--- config.mk ---
export PLATFORM = sky130hd
export DESIGN_NAME = result_uart_tx
export DESIGN_NICKNAME = d
export VERILOG_FILES = /design/src/rtl/result_uart_tx.sv
export SDC_FILE = /design/constraint.sdc
export NUM_CORES = 1
export LEC_CHECK = 0
export CORE_MARGIN = 1
export CORE_UTILIZATION = 53
export CTS_CLUSTER_DIAMETER = 120
export DETAILED_ROUTE_END_ITERATION = 16
export PLACE_DENSITY = 0.71
export SLEW_MARGIN = 20
export SYNTH_ARGS = -nofsm -noshare
export SYNTH_HDL_FRONTEND = slang
export SYNTH_SLANG_ARGS = --single-unit
--- constraint.sdc ---
create_clock -name clk -period 2.2 [get_ports clk]
set_input_delay 0.44 -clock clk [delete_from_list [all_inputs] [get_ports clk]]
set_output_delay 0.44 -clock clk [all_outputs]
set_load 0.005 [all_outputs]
--- src/rtl/result_uart_tx.sv ---
// -----------------------------------------------------------------------------
// result_uart_tx
//   Captures result words strobed out by the datapath, buffers them in a small
//   FIFO and serialises each word as one or more 8-bit UART frames on tx,
//   most-significant byte first, LSB first within a byte.
//
// Parameters
//   clk_freq  system clock frequency in Hz
//   baud      line rate; one bit time is DIV = clk_freq/baud cycles (>= 2)
//   WIDTH     result word width, a multiple of 8
//   DEPTH     FIFO entries, a power of 2, >= 2
//
// Ports
//   clk         system clock, rising edge
//   rst         synchronous active-high reset
//   data_in     result word from the datapath
//   data_valid  write strobe, one word per high cycle
//   tx          UART line, idle high, registered
//   busy        a frame is on the line or the FIFO is non-empty
//   full        FIFO holds DEPTH words
//   overrun     one-cycle pulse the cycle after a write was dropped
//
// Configuration
//   UART_PARITY_EN  when defined, an even parity bit follows the data bits
//                   (8E1 frames); otherwise frames are 8N1.
// -----------------------------------------------------------------------------
module result_uart_tx #(
    parameter int clk_freq = 50000000,
    parameter int baud     = 115200,
    parameter int WIDTH    = 8,
    parameter int DEPTH    = 4
) (
    input  logic             clk,
    input  logic             rst,
    input  logic [WIDTH-1:0] data_in,
    input  logic             data_valid,
    output logic             tx,
    output logic             busy,
    output logic             full,
    output logic             overrun
);

    localparam int DIV   = clk_freq / baud;
    localparam int BYTES = WIDTH / 8;
    localparam int CNT_W = $clog2(DIV);
    localparam int PTR_W = $clog2(DEPTH);
    localparam int BI_W  = (BYTES > 1) ? $clog2(BYTES) : 1;

    localparam logic [CNT_W-1:0] BAUD_LAST = CNT_W'(DIV - 1);
    localparam logic [BI_W-1:0]  BYTE_LAST = BI_W'(BYTES - 1);
    localparam logic [PTR_W:0]   FIFO_MAX  = (PTR_W + 1)'(DEPTH);

    typedef enum logic [2:0] {
        IDLE,
        START,
        DATA,
`ifdef UART_PARITY_EN
        PAR,
`endif
        STOP
    } state_t;

    state_t           state, state_n;
    logic [CNT_W-1:0] baud_cnt, baud_n;
    logic [2:0]       bit_idx, bit_n;
    logic [BI_W-1:0]  byte_idx, byte_n;
    logic [WIDTH-1:0] shift, shift_n;
    logic [7:0]       cur_byte;
    logic             baud_done;

    logic [WIDTH-1:0] mem [DEPTH];
    logic [PTR_W-1:0] wr_ptr, rd_ptr;
    logic [PTR_W:0]   count, count_n;
    logic             push, pop;
    logic             tx_n, busy_n;

    assign baud_done = (baud_cnt == BAUD_LAST);
    assign full      = (count == FIFO_MAX);

    // Next-state logic. tx and busy are computed from the *next* state so that
    // their registers line up with the state register: the pop cycle is
    // followed directly by tx=0.
    always_comb begin
        // NOTE: every variable gets a default before any branch; a path that
        // leaves one unassigned would infer a latch.
        state_n  = state;
        baud_n   = baud_cnt;
        bit_n    = bit_idx;
        byte_n   = byte_idx;
        shift_n  = shift;
        pop      = 1'b0;
        push     = 1'b0;
        count_n  = count;
        tx_n     = 1'b1;
        busy_n   = 1'b0;
        cur_byte = '0;

        if (state != IDLE) begin
            baud_n = baud_done ? '0 : baud_cnt + CNT_W'(1);
        end

        case (state)
            IDLE: begin
                if (count != '0) begin
                    pop     = 1'b1;
                    shift_n = mem[rd_ptr];
                    byte_n  = '0;
                    baud_n  = '0;
                    state_n = START;
                end
            end
            START: begin
                if (baud_done) begin
                    bit_n   = '0;
                    state_n = DATA;
                end
            end
            DATA: begin
                if (baud_done) begin
                    if (bit_idx == 3'd7) begin
`ifdef UART_PARITY_EN
                        state_n = PAR;
`else
                        state_n = STOP;
`endif
                    end else begin
                        bit_n = bit_idx + 3'd1;
                    end
                end
            end
`ifdef UART_PARITY_EN
            PAR: begin
                if (baud_done) state_n = STOP;
            end
`endif
            STOP: begin
                if (baud_done) begin
                    if (byte_idx != BYTE_LAST) begin
                        // Next byte of the same word follows with no gap;
                        // shifting keeps the active byte at the top.
                        byte_n  = byte_idx + BI_W'(1);
                        shift_n = shift << 8;
                        state_n = START;
                    end else begin
                        state_n = IDLE;
                    end
                end
            end
            default: state_n = IDLE;
        endcase

        // A full FIFO still accepts a word when the head leaves this cycle.
        push = data_valid && ((count != FIFO_MAX) || pop);

        case ({push, pop})
            2'b10:   count_n = count + (PTR_W + 1)'(1);
            2'b01:   count_n = count - (PTR_W + 1)'(1);
            default: count_n = count;
        endcase

        cur_byte = shift_n[WIDTH-1 -: 8];
        case (state_n)
            START:   tx_n = 1'b0;
            DATA:    tx_n = cur_byte[bit_n];
`ifdef UART_PARITY_EN
            PAR:     tx_n = ^cur_byte;
`endif
            default: tx_n = 1'b1;
        endcase

        busy_n = (state_n != IDLE) || (count_n != '0);
    end

    always_ff @(posedge clk) begin
        // NOTE: sequential state uses non-blocking assignments so every
        // register samples values from before this edge.
        if (rst) begin
            state    <= IDLE;
            baud_cnt <= '0;
            bit_idx  <= '0;
            byte_idx <= '0;
            shift    <= '0;
            wr_ptr   <= '0;
            rd_ptr   <= '0;
            count    <= '0;
            tx       <= 1'b1;
            busy     <= 1'b0;
            overrun  <= 1'b0;
        end else begin
            state    <= state_n;
            baud_cnt <= baud_n;
            bit_idx  <= bit_n;
            byte_idx <= byte_n;
            shift    <= shift_n;
            count    <= count_n;
            tx       <= tx_n;
            busy     <= busy_n;
            overrun  <= data_valid && !push;
            if (push) wr_ptr <= wr_ptr + PTR_W'(1);
            if (pop)  rd_ptr <= rd_ptr + PTR_W'(1);
        end
    end

    // NOTE: the storage array has no reset; count and pointers define which
    // entries are valid, so stale contents are never read.
    always_ff @(posedge clk) begin
        if (push) mem[wr_ptr] <= data_in;
    end

endmodule

======== Yosys cells after proc, flatten, opt, wreduce, memory -nomap -nowiden ========
Memories as Yosys holds them, arrays and structs flattened. A register that Yosys moved wholly into a read port is not among the register bits.
Cells that the tools add are included.
operators by class
  add/sub/neg operators ................... 7
  shift-type cells ........................ 0
  multiply operators ...................... 0
  magnitude comparators ................... 1
  reduce and logical (&&, ||, !) cells .... 12
  equal/unequal tests ..................... 13
  bitwise operators ....................... 0
  div/mod/pow operators ................... 0
  multiplexer cells ....................... 33
operators by type and width
  operator               number
  $mux W9                4
  $mux W3                8
  $mux W8                3
  $pmux W8 S2            1
  $pmux W3 S2            2
  $pmux W3 S4            1
  $reduce_bool A3 Y1     4
  $add A9 B1 Y9 const B  1
  $eq A3 B2 Y1 const B   3
  $eq A9 B9 Y1 const B   1
  $mux W1                9
  $add A3 B1 Y3 const B  2
  $eq A3 B1 Y1 const B   2
  $eq A3 B3 Y1 const B   2
  $add A2 B1 Y2 const B  2
  $lt A3 B4 Y1 const B   1
  $mux W2                2
  $ne A2 B2 Y1 const B   2
  $pmux W1 S2            2
  $bmux W1 S3            1
  $logic_not A3 Y1       1
  $ne A3 B3 Y1 const B   1
  $reduce_and A3 Y1      1
  $sub A3 B1 Y3 const B  1
  7 further kinds        9
storage, ports and cells
  ROM bits ................................ 0
  bits in registers ....................... 34
  bits in latches ......................... 0
  bits in writable memories ............... 32
  word-level logic and storage cells ...... 78
  memories kept ........................... 1
  output and inout port bits .............. 4
  input port bits ......................... 11
memories
  name  depth  width  rd ports  clocked after memory_dff  write ports  RTL line  RTL
  mem   4      8      1         1                         1            71        logic [WIDTH-1:0] mem [DEPTH];

======== Longest topological paths before layout ========
Gate-level depths: netlist (run 1).
  depth after elaboration ................. 9
  depth in mapped cells ................... 11
  depth with buffers taken out ............ 9

======== Worst setup path before layout (run 1) ========
Ideal clock, no wire load.
  path kind ............................... register to register
  start ................................... register state[2]
  end ..................................... register busy
  buffers on the path ..................... 2
  required time ........................... 2.068 ns
  path slack .............................. -0.185 ns
  stages on the path, launching flop included .. 12
  period minus slack after synthesis ...... 2.385 ns
  data arrival time ....................... 2.253 ns
  setup time .............................. 0.132 ns
  cell sequence ........................... dfxtp_1 buf_6 or3_1 buf_6 or3_1 fa_1 nor2b_1 nand2_1 o211ai_1 o21ai_0 a21oi_1 a21oi_1
between the ends
  word-level cells in the longest chain between the ends .. 8
  elaborated cells between the ends (all ways) .. 19
  those cells by class .................... eq/ne (5); mux (8); reduce/logical (6)
RTL lines
  what                                                 RTL line  RTL
  from (decl)                                          63        state_t state, state_n;
  from (signal assigned)                               190       state <= state_n;
  $logic_not A3 Y1                                     102       case (state)
  $mux W1                                              102
  $logic_or A1 B1 Y1                                   153       push = data_valid && ((count != FIFO_MAX) || pop);
  $logic_and A1 B1 Y1                                  153
  $eq A2 B1 Y1 / $eq A2 B2 Y1 (equally long branches)  155       case ({push, pop})
  $pmux W3 S2                                          155
  $reduce_bool A3 Y1                                   171       busy_n = (state_n != IDLE) || (count_n != '0);
  $logic_or A1 B1 Y1 (*)                               171
  to (signal assigned)                                 197       busy <= busy_n;
  to (decl)                                            38        output logic busy,
Every way passes the cells marked *; elsewhere a longest branch is shown, timed or not.
A chain may end at the register's enable or synchronous reset.

======== Worst setup path after layout (run 1) ========
  start ................................... register state[0]
  end ..................................... register busy
The elaborated chain is that of the path after synthesis.

==> summary.txt, run 1 <==
Drt
  • Total via count in the routed design: 1,893
  • Number of search-and-repair iterations in the first detailed-routing pass: 4
  • # DRC: 0
  • Initial DRC Count: 84
  • Routed wire length: 5150 µm
  • Residual antenna-violating net count after detailed routing: 0
  • Detailed-route vias per instance: 5.35
  • Average detailed-routed wire length per instance: 14.5 µm

Run status
  • Outcome: finished with violations
  • Failing checks: negative setup slack

Global routing
  • Antenna violations before repair: 0
  • GRT Total Usage: 19.1%
  • Vias in the first global route: 1,899
  • Global route total overflow: 0
  • Largest net degree at the start of global routing: 14
  • First-pass GRT wire length: 8650 µm

Floorplanning
  • Die X-Extent: 77.2 µm
  • Site row count: 27
  • Area of the die: 5960 µm²
  • Vertical die dimension: 77.2 µm
  • Number of placed I/O pins: 15
  • Core Area: 5470 µm²
  • Initial cell density of the core: 54.7%

Synthesis
  • Area share of the largest cell type after synthesis: 32.1%
  • Post-synthesis simple-gate area fraction: 17.1%
  • Mux share of post-synthesis cell area: 11.0%
  • Area fraction in compound gates after synthesis: 6.27%
  • Number of nets in the synthesized netlist: 259
  • Top area cells in the synthesized netlist: sky130_fd_sc_hd__edfxtp_1, sky130_fd_sc_hd__dfxtp_1, sky130_fd_sc_hd__mux4_2, sky130_fd_sc_hd__nor2_1, sky130_fd_sc_hd__ha_1
  • Mapped cell area: 3000 µm²
  • Main combinational cell family by area after synthesis: simple AND/OR/NAND/NOR gates
  • Post-synthesis cell count: 240
  • EDFF count, synth: 32
  • Syn. warnings: 0
  • Async SR Flop Fraction: 0%
  • Sequential share of the synthesized area: 55.5%
  • Library cell with the largest summed area after synthesis: sky130_fd_sc_hd__edfxtp_1
  • Most used flip-flop cell after synthesis: sky130_fd_sc_hd__dfxtp_1
  • Most repeated cell in the gate-level netlist after synthesis: sky130_fd_sc_hd__dfxtp_1
  • Post-synth top cells: sky130_fd_sc_hd__dfxtp_1, sky130_fd_sc_hd__edfxtp_1, sky130_fd_sc_hd__nor2_1, sky130_fd_sc_hd__nand2_1, sky130_fd_sc_hd__nor2b_1
  • Unique masters post-synth: 55
  • Adder-cell area share of the yosys netlist: 3.59%
  • Post-Synthesis Mean Instance Area: 12.5 µm²
  • Xor and xnor area share after synthesis: 3.51%
  • Flops & latches, synth: 67

Clock network
  • Clk sinks: 67
  • Clock root buffer: sky130_fd_sc_hd__clkbuf_8
  • Insertion delay of the later-clocked pin in the worst-skew pair: 0.33 ns
  • Num CTS Buffers: 9
  • Clock slew at the register clock pins of the worst setup and hold paths: 0.07 ns
  • H-Tree Level Count: 3
  • Clock tree from TritonCTS: done
  • Buffer levels on the longest clock path: 2

Placement
  • Detailed placement HPWL: 3750 µm
  • Quantity of I/O buffers inserted on ports: 14
  • Standard cell area after detailed placement: 3330 µm²
  • Routability congestion estimate: 0.821
  • Total instance count after detailed placement: 338

Timing
  • Final critical-path share of the clock period: 101%
  • Worst clock skew on the final layout: 0.00346 ns
  • Tightest hold margin: 0.508 ns
  • Crit path setup slack, layout: -0.0182 ns
  • Final hold violations: 0
  • Slew @ Worst Pin: 0.548 ns
  • Final-report setup violation count: 1
  • Period minus WS final: 2.22 ns
  • Unrepaired setup endpoints after global routing: yes
  • FMAX: 451 MHz
  • Slew margin rel.: 63.2%
  • Pins Over Slew Limit: 0

Critical path
  • R2R cell count: 9
  • Category of cells accounting for the largest share of critical-path delay: simple AND/OR/NAND/NOR gates
  • Crit path from: state[0]
  • Number of stages on the worst setup path: 9
  • Critical-path maximum fanout: 2
  • Startpoint type of the worst setup path: register
  • Library cell contributing the largest single delay on the critical path: sky130_fd_sc_hd__or3_4
  • Crit path buf inv count: 0
  • Data required, critical path: 2.42 ns
  • Critical path type: register to register
  • List of cells traversed by the critical path: or3_4 -> or3_4 -> fa_2 -> nor2b_2 -> nand2_1 -> o211ai_1 -> o21ai_2 -> a21oi_2 -> a21oi_1
  • Arrival time at the worst endpoint: 2.44 ns
  • Crit. End Element: register
  • Most used cell along the critical path: sky130_fd_sc_hd__or3_4
  • Startpoint of the most critical register-to-register path: state[0]
  • Slowest cell delay on critical path: 0.41 ns

Run
  • Max_cap viols: 0

Pwr
  • Total Power Consumption: 3.38 mW
  • Peak supply drop: 0.656 mV
  • P_leak: 1.29 nW
  • Cell Pwr Density: 956 nW/µm²

Layout
  • Post-layout nets: 296
  • Layout cells sized above 1: 23.4%
  • Util after Layout: 64.5%
  • Post-Layout Inst Area: 3530 µm²
  • Antenna Cells: 0
  • Area overhead of the layout relative to synthesis: 17.9%
  • Non-Filler Instances: 354

Hold path
  • Hold path startpoint: shift[7]
  • Class of the tightest hold or removal check: register to register
  • Number of cells traversed by the worst hold path: 2
## through the flow
stage / setup TNS, ns / setup slack (ns)
after CTS: 0 / 0.00369
after global routing: -0.145 / -0.0903
after floorplan: -0.188 / -0.105
after global placement: -0.289 / -0.155
after detailed placement: -0.402 / -0.211
final: -0.0182 / -0.0182
## layout by cell type, fill, tap and decap left out, types with 2 or more instances in the layout
cell and count:
sky130_fd_sc_hd__a211oi_1 2, sky130_fd_sc_hd__a21oi_1 8, sky130_fd_sc_hd__a21oi_2 2, sky130_fd_sc_hd__a31oi_1 2, sky130_fd_sc_hd__and2_1 4, sky130_fd_sc_hd__and3_1 5, sky130_fd_sc_hd__and4_1 2, sky130_fd_sc_hd__buf_4 21
sky130_fd_sc_hd__clkbuf_8 9, sky130_fd_sc_hd__clkdlybuf4s50_1 14, sky130_fd_sc_hd__clkinv_2 2, sky130_fd_sc_hd__clkinv_4 4, sky130_fd_sc_hd__dfxtp_1 34, sky130_fd_sc_hd__edfxtp_1 32, sky130_fd_sc_hd__ha_1 7, sky130_fd_sc_hd__inv_1 7
sky130_fd_sc_hd__mux2_1 2, sky130_fd_sc_hd__mux2_2 5, sky130_fd_sc_hd__mux2i_1 7, sky130_fd_sc_hd__mux4_2 8, sky130_fd_sc_hd__nand2_1 11, sky130_fd_sc_hd__nand3_1 6, sky130_fd_sc_hd__nand4b_1 2, sky130_fd_sc_hd__nor2_1 23
sky130_fd_sc_hd__nor2b_1 9, sky130_fd_sc_hd__nor3_1 4, sky130_fd_sc_hd__nor3b_1 3, sky130_fd_sc_hd__o21ai_2 3, sky130_fd_sc_hd__o31ai_1 2, sky130_fd_sc_hd__or3_1 2, sky130_fd_sc_hd__or3_4 2, sky130_fd_sc_hd__xnor2_1 6
sky130_fd_sc_hd__xor2_1 6
## cell type report
class,instances,area (µm²)
Clock buffer,9,124
Sequential cell,67,1660
Timing Repair Buffer,35,298
Multi-Input combinational cell,157,1280
Clock inverter,7,53.8
Fill cell,427,1940
Inverter,7,26.3
Tap cell,72,90.1
## sequential cells by signal, summed over array words and instances, names as in the netlist, named ones only
name      count
baud_cnt      9
bit_idx       3
busy          1
count         3
mem          32
overrun       1
rd_ptr        2
shift         8
state         3
tx            1
wr_ptr        2
## layer usage
metal  part of all wire, %  vias up  routed length (µm)  track usage [%]
li1                      -      946                   -                -
met1                    45      916                2330             22.4
met2                    51       23                2600             33.2
met3                   2.7        8                 140             5.00
met4                   1.4        0                  70             7.36
met5                     0        -                   0                0
## final timing paths
path	endpoint	slack (ns)
max reg2reg	busy	-0.02
min	shift[7]	0.51
max	busy	-0.02
min reg2reg	shift[7]	0.51
## logic make-up after synthesis
kind of cell	count (synthesis)
AND/OR/NAND/NOR	86
flip-flops	67
AO/OA/AOI/OAI	28
multiplexers	22
buffers and inverters	16
XOR/XNOR	12
adder cells (fa/ha/maj)	8
other	1
## worst reg2reg max path: cells and delay by family, from the launching register on
family                   cells  cell delay (ns)
AND/OR/NAND/NOR              4             1.01
AO/OA/AOI/OAI                4             0.41
adder cells (fa/ha/maj)      1             0.38
flip-flops                   1             0.32
## power breakdown
group | switching, mW | internal (mW)
combinational | 0.428 | 0.479
clock | 0.480 | 0.416
sequential | 0.108 | 1.46
## repair_timing
action                     4_1_cts  5_1_grt
gates cloned                     0        0
hold buffers                     0        0
setup endpoints to repair        2        3
pin swaps                        0        4
setup buffers                    0        0
resized for setup                2        5
(Power assumes the default switching activity.)
==> run 2: changes to the inputs <==
--- a/config.mk
+++ b/config.mk
@@ -9,7 +9,7 @@
 export CORE_UTILIZATION = 53
 export CTS_CLUSTER_DIAMETER = 120
 export DETAILED_ROUTE_END_ITERATION = 16
-export PLACE_DENSITY = 0.71
+export PLACE_DENSITY = 0.74
 export SLEW_MARGIN = 20
 export SYNTH_ARGS = -nofsm -noshare
 export SYNTH_HDL_FRONTEND = slang
==> summary.txt, run 2 (synthesis results as in run 1) <==
Pwr
  • P_leak: 1.30 nW
  • Internal portion of total power: 2.61 mW
  • Reg power frac: 42.7%
  • Switching Fraction: 28.2%
  • Cell Pwr Density: 1020 nW/µm²
  • Power spent charging and discharging nets: 1.03 mW
  • Total Power Consumption: 3.64 mW
  • Peak supply drop: 0.759 mV
  • Combinational fraction of design power: 26.4%
  • Clock group share of total power: 30.9%

Global routing
  • Global route total overflow: 0
  • First-pass GRT wire length: 8870 µm
  • Largest net degree at the start of global routing: 20
  • Antenna violations before repair: 0
  • GRT Total Usage: 19.9%
  • Vias in the first global route: 1,928

Timing
  • Final critical-path share of the clock period: 99.1%
  • Slew margin rel.: 63.0%
  • Final hold violations: 0
  • Period minus WS final: 2.18 ns
  • Slew @ Worst Pin: 0.552 ns
  • Pins Over Slew Limit: 0
  • Unrepaired setup endpoints after global routing: yes
  • FMAX: 459 MHz
  • Worst clock skew on the final layout: 0.00620 ns
  • Final-report setup violation count: 0
  • Crit path setup slack, layout: 0.0198 ns

Drt
  • Initial DRC Count: 131
  • Total via count in the routed design: 1,915
  • # DRC: 0
  • Number of search-and-repair iterations in the first detailed-routing pass: 7
  • Routed wire length: 5130 µm
  • Detailed-route vias per instance: 5.42
  • Average detailed-routed wire length per instance: 14.5 µm
  • Residual antenna-violating net count after detailed routing: 0

Clock network
  • Insertion delay of the later-clocked pin in the worst-skew pair: 0.35 ns
  • Clock tree from TritonCTS: done
  • H-Tree Level Count: 3
  • Clk sinks: 67
  • Clock root buffer: sky130_fd_sc_hd__clkbuf_8
  • Buffer levels on the longest clock path: 2
  • Num CTS Buffers: 9
  • Clock slew at the register clock pins of the worst setup and hold paths: 0.07 ns

Critical path
  • Startpoint type of the worst setup path: register
  • Slowest cell delay on critical path: 0.38 ns
  • Library cell contributing the largest single delay on the critical path: sky130_fd_sc_hd__or3_4
  • Arrival time at the worst endpoint: 2.41 ns
  • Category of cells accounting for the largest share of critical-path delay: simple AND/OR/NAND/NOR gates
  • Critical path type: register to register
  • List of cells traversed by the critical path: or3_4 -> or3_4 -> fa_2 -> nor2b_2 -> nand2_1 -> o211ai_1 -> o21ai_1 -> a21oi_2 -> a21oi_1
  • Data required, critical path: 2.43 ns
  • Critical-path maximum fanout: 2
  • Most used cell along the critical path: sky130_fd_sc_hd__or3_4
  • Crit path buf inv count: 0
  • Crit. End Element: register
  • FF-to-FF setup slack: 0.02 ns

Placement
  • Quantity of I/O buffers inserted on ports: 14
  • Detailed placement HPWL: 3550 µm
  • Total instance count after detailed placement: 336
  • Routability congestion estimate: 0.787
  • DP Worst Slack: -0.200 ns

Floorplanning
  • Core Area: 5470 µm²
  • Initial cell density of the core: 54.7%
  • Vertical die dimension: 77.2 µm
  • Area of the die: 5960 µm²
  • Site row count: 27
  • Number of placed I/O pins: 15
  • Die X-Extent: 77.2 µm

Layout
  • Number of flip-flops in the largest register: 32
  • Most used cells in the layout excluding fill and tap cells: sky130_fd_sc_hd__dfxtp_1, sky130_fd_sc_hd__edfxtp_1, sky130_fd_sc_hd__nor2_1
  • Area overhead of the layout relative to synthesis: 19.2%
  • Layout cells sized above 1: 21.7%
  • Post-layout nets: 295
  • Register with the highest flop count: mem
  • Antenna Cells: 0
  • Non-Filler Instances: 353
  • Leading cell type in the layout, fill and taps excluded: sky130_fd_sc_hd__dfxtp_1
  • Largest registers: mem (32), baud_cnt (9), shift (8)

Hold path
  • Class of the tightest hold or removal check: register to register

Run status
  • Outcome: complete, no violations

Run
  • Max_cap viols: 0
==> run 2: cell types whose count changed in the layout (fill, tap and decap cells not counted), sizes merged <==
| cell | before | now |
|---|---|---|
| clkinv | 6 | 2 |
| bufinv | 0 | 2 |
| buf | 21 | 20 |
| clkbuf | 9 | 10 |
| clkinvlp | 0 | 1 |
==> run 2: what timing repair did <==
action	CTS	global route
setup endpoints to repair	2	4
gates cloned	0	0
buffers inserted	1	0
hold buffers	0	0
gates resized for setup	2	3
==> run 2: final cells by class <==
class | count | area (µm²)
Sequential cell | 67 | 1660
Timing Repair Buffer | 34 | 303
Clock buffer | 10 | 128
Fill cell | 424 | 1900
Clock inverter | 6 | 88.8
Multi-Input combinational cell | 157 | 1270
Inverter | 7 | 26.3
Tap cell | 72 | 90.1
==> run 2: power by group through the flow <==
stage / Clock (mW) / Combinational, mW / Sequential [mW]
floorplan: 0 / 0.696 / 1.56
global placement: 0 / 0.923 / 1.57
detailed placement: 0 / 0.941 / 1.58
CTS: 1.14 / 0.965 / 1.55
global route: 1.20 / 1.07 / 1.57
finish: 1.12 / 0.960 / 1.55
==> run 2: metal layers <==
layer	vias up	track usage, %	part of all wire [%]
met5	-	0	0
li1	947	-	-
met1	928	23.1	44
met3	10	6.07	3.9
met4	0	9.62	1.7
met2	30	33.5	51
==> run 2: per-stage QoR <==
| stage | cell area (µm²) | hold WS (ns) | util, % | setup TNS (ns) |
|---|---|---|---|---|
| after detailed placement | 3330 | 0.484 | 60.8 | -0.375 |
| after global placement | 3330 | 0.470 | 60.8 | -0.286 |
| after global routing | 3570 | 0.562 | 65.2 | -0.107 |
| after CTS | 3560 | 0.501 | 65.0 | 0 |
| final | 3570 | 0.494 | 65.2 | 0 |
| after floorplan | 3000 | 0.455 | - | -0.188 |
==> run 2: worst reg2reg max path, delay by kind of cell, from the launching register on <==
| kind | cells | cell delay [ns] |
|---|---|---|
| and+or+nand+nor | 4 | 0.98 |
| AOI/OAI and AO/OA | 4 | 0.41 |
| adders and majority gates | 1 | 0.35 |
| DFF | 1 | 0.31 |
==> run 2: final timing paths <==
check	end	start	cells past startpoint
max	busy	state[0]	9
min	shift[7]	shift[7]	2
min reg2reg	shift[7]	shift[7]	2
max reg2reg	busy	state[0]	9
